File: src/rtl/clint_timer_pkg.sv
// Shared constants for the core-local interruptor: register offsets, time width, reset values.
package clint_timer_pkg;

    localparam int unsigned TIME_W = 64;
    localparam int unsigned REG_W  = 32;
    localparam int unsigned OFFS_W = 16;

    localparam logic RESET_ENABLE = 1'b1;

    localparam logic [OFFS_W-1:0] CLINT_MSIP        = 16'h0000;
    localparam logic [OFFS_W-1:0] CLINT_MTIMECMP_LO = 16'h4000;
    localparam logic [OFFS_W-1:0] CLINT_MTIMECMP_HI = 16'h4004;
    localparam logic [OFFS_W-1:0] CLINT_MTIME_LO    = 16'hBFF8;
    localparam logic [OFFS_W-1:0] CLINT_MTIME_HI    = 16'hBFFC;

    // All-ones compare value keeps the timer interrupt quiet out of reset
    localparam logic [TIME_W-1:0] MTIMECMP_RST = 64'hFFFF_FFFF_FFFF_FFFF;

    typedef enum logic [2:0] {
        REG_NONE,
        REG_MSIP,
        REG_CMP_LO,
        REG_CMP_HI,
        REG_TIME_LO,
        REG_TIME_HI
    } reg_sel_e;

endpackage

File: src/rtl/clint_prescaler.sv
// Divides clk_i down to the mtime increment strobe: tick_o is high while the count sits at TICK_DIV-1.
module clint_prescaler
    import clint_timer_pkg::*;
#(
    parameter int unsigned TICK_DIV = 1
) (
    input  logic clk_i,
    input  logic rst_i,
    output logic tick_o
);

    localparam int unsigned        CNT_W    = 16;
    localparam logic [CNT_W-1:0]   CNT_LAST = CNT_W'(TICK_DIV - 1);

    logic [CNT_W-1:0] cnt;
    logic [CNT_W-1:0] cnt_nxt;

    always_comb begin
        cnt_nxt = (cnt == CNT_LAST) ? '0 : cnt + CNT_W'(1);
    end

    // tick_o is registered alongside the count so it always mirrors (cnt == CNT_LAST)
    always_ff @(posedge clk_i) begin
        if (rst_i == RESET_ENABLE) begin
            cnt    <= '0;
            tick_o <= (CNT_LAST == '0);
        end else begin
            cnt    <= cnt_nxt;
            tick_o <= (cnt_nxt == CNT_LAST);
        end
    end

endmodule

File: src/rtl/clint_timer.sv
// Machine-mode CLINT: mtime/mtimecmp/msip behind a single-cycle register port, registered mip outputs.
// Optional CLINT_MTIME_SNAPSHOT_EN: an MTIME_LO read latches mtime[63:32] for the following MTIME_HI read.
module clint_timer
    import clint_timer_pkg::*;
#(
    parameter int unsigned TICK_DIV   = 1,
    parameter int unsigned ADDR_WIDTH = 16
) (
    input  logic                  clk_i,
    input  logic                  rst_i,
    input  logic                  req_i,
    input  logic                  we_i,
    input  logic [ADDR_WIDTH-1:0] addr_i,
    input  logic [REG_W-1:0]      wdata_i,
    output logic [REG_W-1:0]      rdata_o,
    output logic                  ack_o,
    output logic                  mip_timer_o,
    output logic                  mip_sw_o
);

    logic              tick;
    logic [TIME_W-1:0] mtime;
    logic [TIME_W-1:0] mtime_nxt;
    logic [TIME_W-1:0] mtimecmp;
    logic [TIME_W-1:0] mtimecmp_nxt;
    logic              msip;
    logic              msip_nxt;
    logic [ADDR_WIDTH-1:0] word_addr;
    reg_sel_e          sel;
    logic              wr;
    logic              rd;
    logic [REG_W-1:0]  rdata_nxt;

    clint_prescaler #(
        .TICK_DIV (TICK_DIV)
    ) u_prescaler (
        .clk_i  (clk_i),
        .rst_i  (rst_i),
        .tick_o (tick)
    );

    // Offset decode; the low two address bits never select a register
    always_comb begin
        word_addr = addr_i & ~ADDR_WIDTH'(3);
        sel       = REG_NONE;
        if (word_addr == ADDR_WIDTH'(CLINT_MSIP))             sel = REG_MSIP;
        else if (word_addr == ADDR_WIDTH'(CLINT_MTIMECMP_LO)) sel = REG_CMP_LO;
        else if (word_addr == ADDR_WIDTH'(CLINT_MTIMECMP_HI)) sel = REG_CMP_HI;
        else if (word_addr == ADDR_WIDTH'(CLINT_MTIME_LO))    sel = REG_TIME_LO;
        else if (word_addr == ADDR_WIDTH'(CLINT_MTIME_HI))    sel = REG_TIME_HI;
        wr = req_i && we_i;
        rd = req_i && !we_i;
    end

`ifdef CLINT_MTIME_SNAPSHOT_EN
    logic [REG_W-1:0] mtime_hi_shadow;

    always_ff @(posedge clk_i) begin
        if (rst_i == RESET_ENABLE) begin
            mtime_hi_shadow <= '0;
        end else if (rd && (sel == REG_TIME_LO)) begin
            mtime_hi_shadow <= mtime[TIME_W-1:REG_W];
        end
    end
`endif

    always_comb begin
        rdata_nxt = '0;
        unique case (sel)
            REG_MSIP:    rdata_nxt = REG_W'(msip);
            REG_CMP_LO:  rdata_nxt = mtimecmp[REG_W-1:0];
            REG_CMP_HI:  rdata_nxt = mtimecmp[TIME_W-1:REG_W];
            REG_TIME_LO: rdata_nxt = mtime[REG_W-1:0];
`ifdef CLINT_MTIME_SNAPSHOT_EN
            REG_TIME_HI: rdata_nxt = mtime_hi_shadow;
`else
            REG_TIME_HI: rdata_nxt = mtime[TIME_W-1:REG_W];
`endif
            default:     rdata_nxt = '0;
        endcase
    end

    // A bus write to either mtime half overrides that cycle's tick
    always_comb begin
        mtime_nxt    = mtime;
        mtimecmp_nxt = mtimecmp;
        msip_nxt     = msip;
        if (wr && (sel == REG_TIME_LO))      mtime_nxt[REG_W-1:0]      = wdata_i;
        else if (wr && (sel == REG_TIME_HI)) mtime_nxt[TIME_W-1:REG_W] = wdata_i;
        else if (tick)                       mtime_nxt                 = mtime + TIME_W'(1);
        if (wr && (sel == REG_CMP_LO)) mtimecmp_nxt[REG_W-1:0]      = wdata_i;
        if (wr && (sel == REG_CMP_HI)) mtimecmp_nxt[TIME_W-1:REG_W] = wdata_i;
        if (wr && (sel == REG_MSIP))   msip_nxt                     = wdata_i[0];
    end

    always_ff @(posedge clk_i) begin
        if (rst_i == RESET_ENABLE) begin
            mtime       <= '0;
            mtimecmp    <= MTIMECMP_RST;
            msip        <= 1'b0;
            ack_o       <= 1'b0;
            rdata_o     <= '0;
            mip_timer_o <= 1'b0;
            mip_sw_o    <= 1'b0;
        end else begin
            mtime       <= mtime_nxt;
            mtimecmp    <= mtimecmp_nxt;
            msip        <= msip_nxt;
            ack_o       <= req_i;
            rdata_o     <= rd ? rdata_nxt : '0;
            mip_timer_o <= (mtime >= mtimecmp);
            // msip_nxt so the software interrupt rises together with the write ack
            mip_sw_o    <= msip_nxt;
        end
    end

endmodule

File: config.mk
export PLATFORM = sky130hd
export DESIGN_NAME = clint_timer
export DESIGN_NICKNAME = d
export VERILOG_FILES = /design/src/rtl/clint_timer_pkg.sv /design/src/rtl/clint_prescaler.sv /design/src/rtl/clint_timer.sv
export SDC_FILE = /design/constraint.sdc
export NUM_CORES = 1
export LEC_CHECK = 0
export BUFFER_PORTS_ARGS = -buffer_cell sky130_fd_sc_hd__buf_2
export CORE_ASPECT_RATIO = 1.2
export CORE_MARGIN = 2
export CORE_UTILIZATION = 50
export CTS_CLUSTER_DIAMETER = 30
export DETAILED_ROUTE_END_ITERATION = 16
export PLACE_DENSITY = 0.78
export SLEW_MARGIN = 30
export SYNTH_ARGS = -nofsm -noshare
export SYNTH_HDL_FRONTEND = slang
export SYNTH_SLANG_ARGS = --single-unit
File: constraint.sdc
create_clock -name clk_i -period 4.1 [get_ports clk_i]
set_input_delay 0.205 -clock clk_i [delete_from_list [all_inputs] [get_ports clk_i]]
set_output_delay 0.205 -clock clk_i [all_outputs]
set_load 0.005 [all_outputs]
==> results of run 1 <==
==> metal layers <==
metal / global-route usage, % / vias to the layer above
met3: 4.01 / 45
li1: - / 4445
met5: 0 / -
met1: 31.6 / 4414
met2: 45.1 / 319
met4: 8.80 / 0
==> sequential cells by signal, summed over array words and instances, names as in the netlist <==
name / cells
msip: 1
u_prescaler.tick_o: 1
mtimecmp: 64
mtime: 64
mip_timer_o: 1
ack_o: 1
u_prescaler.cnt: 16
rdata_o: 32
==> report_power, final <==
part	switching (mW)	leakage, nW	internal, mW
registers	0.00391	1.45	1.75
clock network	0.695	0.294	1.02
logic	0.0755	3.05	0.0358
==> worst max path at each step <==
stage | start | endpoint | slack, ns | depth (start not counted)
after detailed placement | mtime[40]$_SDFFE_PP0P_ | mtime[63]$_SDFFE_PP0P_ | 1.32 | 6
after floorplan | mtime[1]$_SDFFE_PP0P_ | mtime[62]$_SDFFE_PP0P_ | 1.85 | 7
after global placement | mtime[40]$_SDFFE_PP0P_ | mtime[63]$_SDFFE_PP0P_ | 1.40 | 6
final | mtime[19]$_SDFFE_PP0P_ | mtime[63]$_SDFFE_PP0P_ | 1.29 | 6
after CTS | mtime[40]$_SDFFE_PP0P_ | mtime[63]$_SDFFE_PP0P_ | 1.28 | 6
after global routing | mtime[19]$_SDFFE_PP0P_ | mtime[63]$_SDFFE_PP0P_ | 1.08 | 6
==> cells by family after synthesis <==
logic type	after synthesis
fa+ha+maj	67
mux	36
buf+inv	153
compound gates	252
flops	180
simple gates	436
xor+xnor	57
==> tightest hold or removal path: stages <==
cell and delay (ns):
buf_2 0.12, nand2_1 0.05, o211ai_1 0.08
==> layout make-up <==
class	count	area, µm²	share of cell area [%]
clock buffer	19	443	3.95
inverter	80	300	2.68
tap	261	327	2.91
multi-input combinational	848	5830	51.9
sequential	180	3600	32.1
timing repair buffer	102	561	4.99
clock inverter	11	160	1.43
==> placed cells by master, fill, tap and decap left out, types with 5 or more instances in the layout <==
cell type  instances
dfxtp_1          180
nor2_1           128
nand2_1          116
buf_2             83
inv_1             79
o211ai_1          70
ha_1              67
a211oi_1          50
nand4_1           43
nand3_1           34
a222oi_1          31
mux2_2            30
xnor2_1           29
xor2_1            28
a21oi_1           24
nor4_1            21
nor3_1            20
o21ai_0           19
buf_4             18
clkbuf_16         17
and3_1            12
a21o_1            11
and4_1             8
a311oi_1           8
o31ai_1            8
a31oi_1            8
or3_1              7
mux2i_1            6
or4_1              6
clkinv_2           5
==> stage by stage <==
step	hold slack [ns]	instance area (µm²)	worst slack (ns)	std cells
after global routing	0.0652	11200	1.08	1501
after detailed placement	0.431	10600	1.32	1470
after floorplan	0.288	10000	1.85	1181
after global placement	0.421	10600	1.40	1470
after CTS	0.0443	11200	1.28	1501
final	0.0465	11200	1.29	1501
==> repair_timing <==
action / 4_1_cts / 5_1_grt
hold endpoints to repair: 1 / 0
hold buffers: 1 / 0
resized for setup: 0 / 0
==> out/results.txt, run 1 <==
Post-Route M1 WL -> 11.4 mm
initial antenna violation count -> 0
post-CTS setup buffer count -> 0
die height -> 159 µm
CP startpoint kind -> flip-flop
Synth Instances -> 1181
Syn Nets -> 1300
H-tree levels -> 4
top layer in use -> met4
GRT overflow -> 0
CP Class -> flip-flop to flip-flop
row count -> 56
largest family of logic cells by synthesized area -> simple AND/OR/NAND/NOR gates
Max Freq -> 356 MHz
Clock Path Buffers -> 2
post-synthesis mux area share -> 3.97%
worst vdd ir -> 0.311 mV
vias in the first global route -> 8968
crit path max-delay cell type -> or4_1
clock tree root buffer cell -> clkbuf_16
routed length on met3 -> 1.46 mm
Buf+Inv Stages, Crit Path -> 0
xor-xnor portion of the synthesized cell area -> 4.98%
Tot Pwr -> 3.58 mW
final hold violation count -> 0
pin count of the biggest net entering global routing -> 74
Total Die Area -> 21200 µm²
clk slew on worst S/H paths -> 0.07 ns
Crit Reg-Reg Startpoint -> mtime[19]$_SDFFE_PP0P_
DR pass1 iterations -> 6
Die X -> 133 µm
Synth Cell Area -> 10000 µm²
Power Dens Cells -> 319 nW/µm²
DR vias/cell -> 6.14
Yosys warnings -> 0
Met2 Routed Length -> 13.7 mm
Reg-to-Reg End -> mtime[63]$_SDFFE_PP0P_
WL/cell -> 18.1 µm
CP Capture Type -> flip-flop
WP data required -> 4.46 ns
Via Count -> 9223
Final ANT Viol Nets -> 0
post-DP HPWL -> 19.4 mm
layout cells sized above 1 -> 15.3%
relative slew slack -> 37.9%
gr usage total -> 25.6%
mean post-synth cell area -> 8.49 µm²
asr flop ratio synth -> 0%
nets -> 1348
top cell type by total area after synthesis -> dfxtp_1
r2r setup slk -> 1.29 ns
Residual DRC -> 0
Seq cells post-synth -> 180
Fill cells -> 1798
cts bufs inserted -> 17
leakage -> 4.80 nW
I/O Buffers -> 84
diode count -> 0
worst-margin pin slew -> 0.924 ns
first-pass GRT wire length -> 44.6 mm
number of synthesized flops with an enable pin -> 0
# Max-Cap Violations -> 0
Final min period -> 2.81 ns
max-slew violation count -> 0
hold path start -> wdata_i[22]
Placer Congestion -> 0.900
Most used DFF post-synth -> dfxtp_1
area grow syn2layout -> 11.9%
Post-Synth Simple-Gate Area -> 21.6%
Initial Util -> 51.1%
# IOs -> 87
sequential-to-total area share from yosys stat -> 35.9%
Crit path max-delay family -> simple AND/OR/NAND/NOR gates
post-synthesis compound-gate area fraction -> 18.9%
clock skew -> 0.0102 ns
crit-path max cell delay -> 0.64 ns
Synth top area share -> 35.9%
count leader, synth -> dfxtp_1
Setup TNS -> 0 ns
hold depth -> 3
core area -> 19600 µm²
CP Data Arrival Time -> 3.17 ns
worst-path fanout max -> 11
adder-cell area share of the yosys netlist -> 8.36%
cells on worst reg2reg path -> 6
crit-path cells -> nand3_1, nor3_1, and4_1, nand4_1, or4_1, a31oi_1
Commonest cells post-synth -> dfxtp_1, nor2_1, nand2_1, inv_1, o211ai_1
Finished Core Util -> 57.2%
Synth cell types -> 71
CTS tree -> yes
Hold EP -> mtimecmp[54]$_SDFFE_PP1P_
final setup violation count -> 0
status -> complete, no violations
clock latency on the worst-skew pair -> 0.44 ns
Clock Sinks -> 180
final WL -> 27.1 mm
synth top area cells -> dfxtp_1, ha_1, o211ai_1, nor2_1, nand2_1
first-iteration detailed-routing DRC count -> 774
RSZ-0062 raised after global routing -> no
final period utilization -> 68.5%
Hold Crit Class -> primary input to flip-flop
Power figures use the tool's default switching activity.
==> run 2: changes to the inputs <==
Clock period 4.1 ns to 2.68 ns, I/O delays scaled along.
==> out/results.txt, run 2 (same netlist as run 1, synthesis figures left out) <==
CP Capture Type -> flip-flop (unchanged)
area of the multi-input gates -> 5830 µm² (unchanged)
Max Freq -> 410 MHz (was 356 MHz)
clock skew -> 0.0108 ns (was 0.0102 ns)
crit path max-delay cell type -> or4_4 (was or4_1)
worst vdd ir -> 0.443 mV (was 0.311 mV)
Clock Path Buffers -> 2 (unchanged)
crit-path max cell delay -> 0.52 ns (was 0.64 ns)
Critical Path Start -> mtime[1]$_SDFFE_PP0P_ (was mtime[19]$_SDFFE_PP0P_)
layout cells sized above 1 -> 17.4% (was 15.3%)
CP startpoint kind -> flip-flop (unchanged)
nets -> 1404 (was 1348)
max-slew violation count -> 0 (unchanged)
clock latency on the worst-skew pair -> 0.44 ns (about the same)
first-iteration detailed-routing DRC count -> 713 (was 774)
WL/cell -> 17.8 µm (was 18.1 µm)
Buf+Inv Stages, Crit Path -> 0 (unchanged)
Crit path max-delay family -> simple AND/OR/NAND/NOR gates (unchanged)
CTS tree -> yes (unchanged)
final hold violation count -> 0 (unchanged)
CP Class -> flip-flop to flip-flop (unchanged)
row count -> 56 (unchanged)
vias in the first global route -> 9186 (was 8968)
Power Dens Cells -> 474 nW/µm² (was 319 nW/µm²)
leakage -> 5.07 nW (was 4.80 nW)
commonest non-fill, non-tap cell in the layout -> dfxtp_1 (unchanged)
# IOs -> 87 (unchanged)
critical path endpoint -> mtime[62]$_SDFFE_PP0P_ (was mtime[63]$_SDFFE_PP0P_)
Placer Congestion -> 0.911 (was 0.900)
CP Data Arrival Time -> 2.79 ns (was 3.17 ns)
worst-margin pin slew -> 0.757 ns (was 0.924 ns)
cts bufs inserted -> 17 (unchanged)
status -> complete, no violations (unchanged)
Fin Hold WS -> 0.00781 ns (was 0.0465 ns)
Fill cells -> 1777 (was 1798)
first-pass GRT wire length -> 45.7 mm (was 44.6 mm)
worst-path fanout max -> 8 (was 11)
clk slew on worst S/H paths -> 0.07 ns (about the same)
final setup violation count -> 0 (unchanged)
DR vias/cell -> 6.08 (was 6.14)
Hold Crit Class -> primary input to flip-flop (unchanged)
Place WS -> 0.248 ns (was 1.32 ns)
Total Die Area -> 21200 µm² (unchanged)
register area -> 3600 µm² (unchanged)
GRT overflow -> 0 (unchanged)
die height -> 159 µm (unchanged)
Initial Util -> 51.1% (unchanged)
Final ANT Viol Nets -> 0 (unchanged)
area grow syn2layout -> 16.7% (was 11.9%)
Residual DRC -> 0 (unchanged)
WP data required -> 3.03 ns (was 4.46 ns)
final WL -> 27.7 mm (was 27.1 mm)
DR pass1 iterations -> 5 (was 6)
core area -> 19600 µm² (unchanged)
relative slew slack -> 49.1% (was 37.9%)
RSZ-0062 raised after global routing -> no (unchanged)
post-CTS setup buffer count -> 0 (unchanged)
WP depth -> 7 (was 6)
I/O Buffers -> 84 (unchanged)
r2r setup slk -> 0.24 ns (was 1.29 ns)
Crit Reg-Reg Startpoint -> mtime[1]$_SDFFE_PP0P_ (was mtime[19]$_SDFFE_PP0P_)
Clock Sinks -> 180 (unchanged)
pin count of the biggest net entering global routing -> 45 (was 74)
commonest cells after routing, fill and taps aside -> dfxtp_1, nor2_1, nand2_1 (unchanged)
Reg-to-Reg End -> mtime[62]$_SDFFE_PP0P_ (was mtime[63]$_SDFFE_PP0P_)
Setup TNS -> 0 ns (unchanged)
final period utilization -> 91.1% (was 68.5%)
H-tree levels -> 4 (unchanged)
# Max-Cap Violations -> 0 (unchanged)
clock tree root buffer cell -> clkbuf_16 (unchanged)
gr usage total -> 26.5% (was 25.6%)
diode count -> 0 (unchanged)
crit-path cells -> ha_1, nand2_2, or4_4, nor3_4, nand4_4, or4_1, a311oi_1 (was nand3_1, nor3_1, and4_1, nand4_1, or4_1, a31oi_1)
Final min period -> 2.44 ns (was 2.81 ns)
Die X -> 133 µm (unchanged)
cells on worst reg2reg path -> 7 (was 6)
top flop regs -> mtime (64), mtimecmp (64), rdata_o (32) (unchanged)
final worst-path setup slack -> 0.239 ns (was 1.29 ns)
post-DP HPWL -> 19.9 mm (was 19.4 mm)
initial antenna violation count -> 0 (unchanged)
Via Count -> 9448 (was 9223)
-- run 2: area by class of cell --
type	instances	share of cell area, %
sequential	180	30.8
multi-input combinational	848	49.8
timing repair buffer	158	8.79
clock buffer	20	3.99
clock inverter	8	1.30
tap	261	2.79
inverter	80	2.57
-- run 2: where the power goes --
part           internal, mW  leakage (nW)  switching, mW
combinational        0.0759          3.32          0.119
clock                  1.62         0.296           1.05
sequential             2.68          1.45        0.00554
-- run 2: tightest hold or removal path, cell delays in order --
cell      delay (ns)
buf_2           0.14
nand2_1         0.06
o211ai_1        0.08
-- run 2: how the worst min path moves through the flow --
stage / startpoint / end / cells past startpoint
2_1_floorplan: rst_i / ack_o$_SDFF_PP0_ / 1
3_3_place_gp: wdata_i[8] / mtimecmp[40]$_SDFFE_PP1P_ / 3
3_5_place_dp: wdata_i[1] / mtimecmp[33]$_SDFFE_PP1P_ / 3
4_1_cts: wdata_i[15] / mtimecmp[47]$_SDFFE_PP1P_ / 3
5_1_grt: rst_i / u_prescaler.cnt[9]$_SDFF_PP0_ / 2
6_report: wdata_i[27] / mtimecmp[27]$_SDFFE_PP1P_ / 3
-- run 2: metrics by stage --
step / power (mW) / utilization (%) / area, µm² / std cells
after global placement: 2.91 / 55.4 / 10900 / 1506
after CTS: 5.58 / 59.6 / 11700 / 1555
after global routing: 5.71 / 59.7 / 11700 / 1555
after floorplan: 2.82 / - / 10000 / 1181
final: 5.55 / 59.7 / 11700 / 1555
after detailed placement: 2.91 / 55.4 / 10900 / 1506
-- run 2: what timing repair did --
item | in CTS | in global routing
hold endpoints to repair | 38 | 0
gates resized for setup | 0 | 1
hold buffers | 21 | 0
endpoints found under the setup margin | 0 | 1
-- run 2: per-layer routing --
metal	up-vias	track usage (%)	wire [µm]
met5	-	0	0
met4	0	12.1	916
met3	73	4.74	1560
met2	312	46.2	13700
met1	4498	31.6	11500
li1	4565	-	-
==> run 3: changes to the inputs <==
Settings changed: PLACE_DENSITY 0.78 to not set, PLACE_DENSITY_LB_ADDON set to 0.12, REMOVE_ABC_BUFFERS set to 1.
==> out/results.txt, run 3 (same netlist as run 1, synthesis figures left out) <==
status -> complete, no violations (unchanged)
CP startpoint kind -> flip-flop (unchanged)
Total Die Area -> 21200 µm² (unchanged)
diode count -> 0 (unchanged)
DR vias/cell -> 5.95 (was 6.08)
GRT overflow -> 0 (unchanged)
gr usage total -> 26.8% (was 26.5%)
Power Dens Cells -> 481 nW/µm² (was 474 nW/µm²)
crit-path cells -> ha_1, nand2_2, or4_4, nor3_4, nand4_4, or4_1, a311oi_1 (unchanged)
# IOs -> 87 (unchanged)
clock skew -> 0.00957 ns (was 0.0108 ns)
pin count of the biggest net entering global routing -> 54 (was 45)
Max Freq -> 411 MHz (was 410 MHz)
cts bufs inserted -> 17 (unchanged)
Buf+Inv Stages, Crit Path -> 0 (unchanged)
final WL -> 28.4 mm (was 27.7 mm)
Hold Crit Class -> primary input to flip-flop (unchanged)
nets -> 1411 (was 1404)
commonest cells after routing, fill and taps aside -> dfxtp_1, nor2_1, nand2_1 (unchanged)
final setup violation count -> 0 (unchanged)
CP Data Arrival Time -> 2.77 ns (was 2.79 ns)
placed inst area -> 10900 µm² (about the same)
hold path start -> wdata_i[30] (was wdata_i[27])
worst-path fanout max -> 8 (unchanged)
Via Count -> 9315 (was 9448)
CP Capture Type -> flip-flop (unchanged)
CP Class -> flip-flop to flip-flop (unchanged)
Fill cells -> 1798 (was 1777)
layout cells sized above 1 -> 17.9% (was 17.4%)
top flop regs -> mtime (64), mtimecmp (64), rdata_o (32) (unchanged)
row count -> 56 (unchanged)
commonest non-fill, non-tap cell in the layout -> dfxtp_1 (unchanged)
vias in the first global route -> 8932 (was 9186)
crit path max-delay cell type -> or4_4 (unchanged)
worst-margin pin slew -> 0.726 ns (was 0.757 ns)
relative slew slack -> 51.1% (was 49.1%)
core area -> 19600 µm² (unchanged)
Residual DRC -> 0 (unchanged)
Crit path max-delay family -> simple AND/OR/NAND/NOR gates (unchanged)
# Max-Cap Violations -> 0 (unchanged)
post-DP HPWL -> 20.4 mm (was 19.9 mm)
first-iteration detailed-routing DRC count -> 730 (was 713)
Clock Sinks -> 180 (unchanged)
initial antenna violation count -> 0 (unchanged)
Final ANT Viol Nets -> 0 (unchanged)
Final min period -> 2.43 ns (was 2.44 ns)
crit-path max cell delay -> 0.51 ns (was 0.52 ns)
final hold violation count -> 0 (unchanged)
Critical Path Start -> mtime[1]$_SDFFE_PP0P_ (unchanged)
die height -> 159 µm (unchanged)
DR pass1 iterations -> 7 (was 5)
WP data required -> 3.02 ns (was 3.03 ns)
Initial Util -> 51.1% (unchanged)
WL/cell -> 18.1 µm (was 17.8 µm)
Placer Congestion -> 0.887 (was 0.911)
CTS tree -> yes (unchanged)
clk slew on worst S/H paths -> 0.07 ns (about the same)
worst vdd ir -> 0.451 mV (was 0.443 mV)
clock tree root buffer cell -> clkbuf_16 (unchanged)
area grow syn2layout -> 17.6% (was 16.7%)
clock latency on the worst-skew pair -> 0.43 ns (was 0.44 ns)
max-slew violation count -> 0 (unchanged)
first-pass GRT wire length -> 45.9 mm (was 45.7 mm)
Crit Reg-Reg Startpoint -> mtime[1]$_SDFFE_PP0P_ (unchanged)
RSZ-0062 raised after global routing -> no (unchanged)
leakage -> 5.13 nW (was 5.07 nW)
I/O Buffers -> 84 (unchanged)
Clock Path Buffers -> 2 (unchanged)
final period utilization -> 90.7% (was 91.1%)
H-tree levels -> 4 (unchanged)
Design Area, Final -> 11800 µm² (was 11700 µm²)
Fin Hold WS -> 0.0117 ns (was 0.00781 ns)
Die X -> 133 µm (unchanged)
-- run 3: cell types whose count changed in the layout (fill, tap and decap cells not counted), sizes merged --
| cell | previous run | this run |
|---|---|---|
| buf | 137 | 143 |
| bufinv | 4 | 5 |
| clkbuf | 20 | 17 |
| clkinv | 2 | 5 |
| clkinvlp | 2 | 0 |
| dlygate4sd3 | 21 | 22 |
| inv | 80 | 85 |
-- run 3: repair_timing --
action,4_1_cts,5_1_grt
gates resized for setup,0,0
hold buffers,22,0
buffers inserted,0,0
endpoints found under the hold margin,39,0
-- run 3: worst register-to-register path: stages (launching register included) --
cell,delay [ns]
dfxtp_1,0.39
ha_1,0.21
nand2_2,0.09
or4_4,0.51
nor3_4,0.17
nand4_4,0.20
or4_1,0.51
a311oi_1,0.26
-- run 3: per-stage QoR --
stage | TNS (ns) | cells | utilization (%) | worst slack (ns) | power [mW]
final | 0 | 1566 | 60.1 | 0.250 | 5.67
after global routing | 0 | 1566 | 60.1 | 0.0664 | 5.83
after CTS | 0 | 1566 | 60.1 | 0.236 | 5.70
after detailed placement | 0 | 1512 | 55.7 | 0.246 | 2.92
after global placement | 0 | 1512 | 55.7 | 0.302 | 2.92
after floorplan | -295.97 | 1108 | - | -2.74 | 2.79
-- run 3: final cells by class --
class                           count  area, µm²  area share, %
Multi-Input combinational cell    848       5820           49.4
Sequential cell                   180       3600           30.5
Clock inverter                     15        223           1.89
Tap cell                          261        327           2.77
Inverter                           80        300           2.55
Clock buffer                       17        425           3.61
Timing Repair Buffer              165       1100           9.29
-- run 3: where the power goes --
part | internal, mW | switching (mW) | total, mW
logic | 0.0782 | 0.121 | 0.200
registers | 2.68 | 0.00532 | 2.68
clock network | 1.67 | 1.12 | 2.79
-- run 3: path summary, 6_finish.rpt --
path / cells past startpoint / to / slack [ns]
max: 7 / mtime[62]$_SDFFE_PP0P_ / 0.25
min: 3 / mtimecmp[62]$_SDFFE_PP1P_ / 0.01
max reg2reg: 7 / mtime[62]$_SDFFE_PP0P_ / 0.25
min reg2reg: 2 / mtimecmp[0]$_SDFFE_PP1P_ / 0.49
-- run 3: per-layer routing --
metal	vias up	part of all wire [%]	track usage, %
met5	-	0	0
met4	0	2.4	8.75
met3	49	4.5	4.01
met2	271	48	46.2
met1	4423	45	34.3
li1	4572	-	-
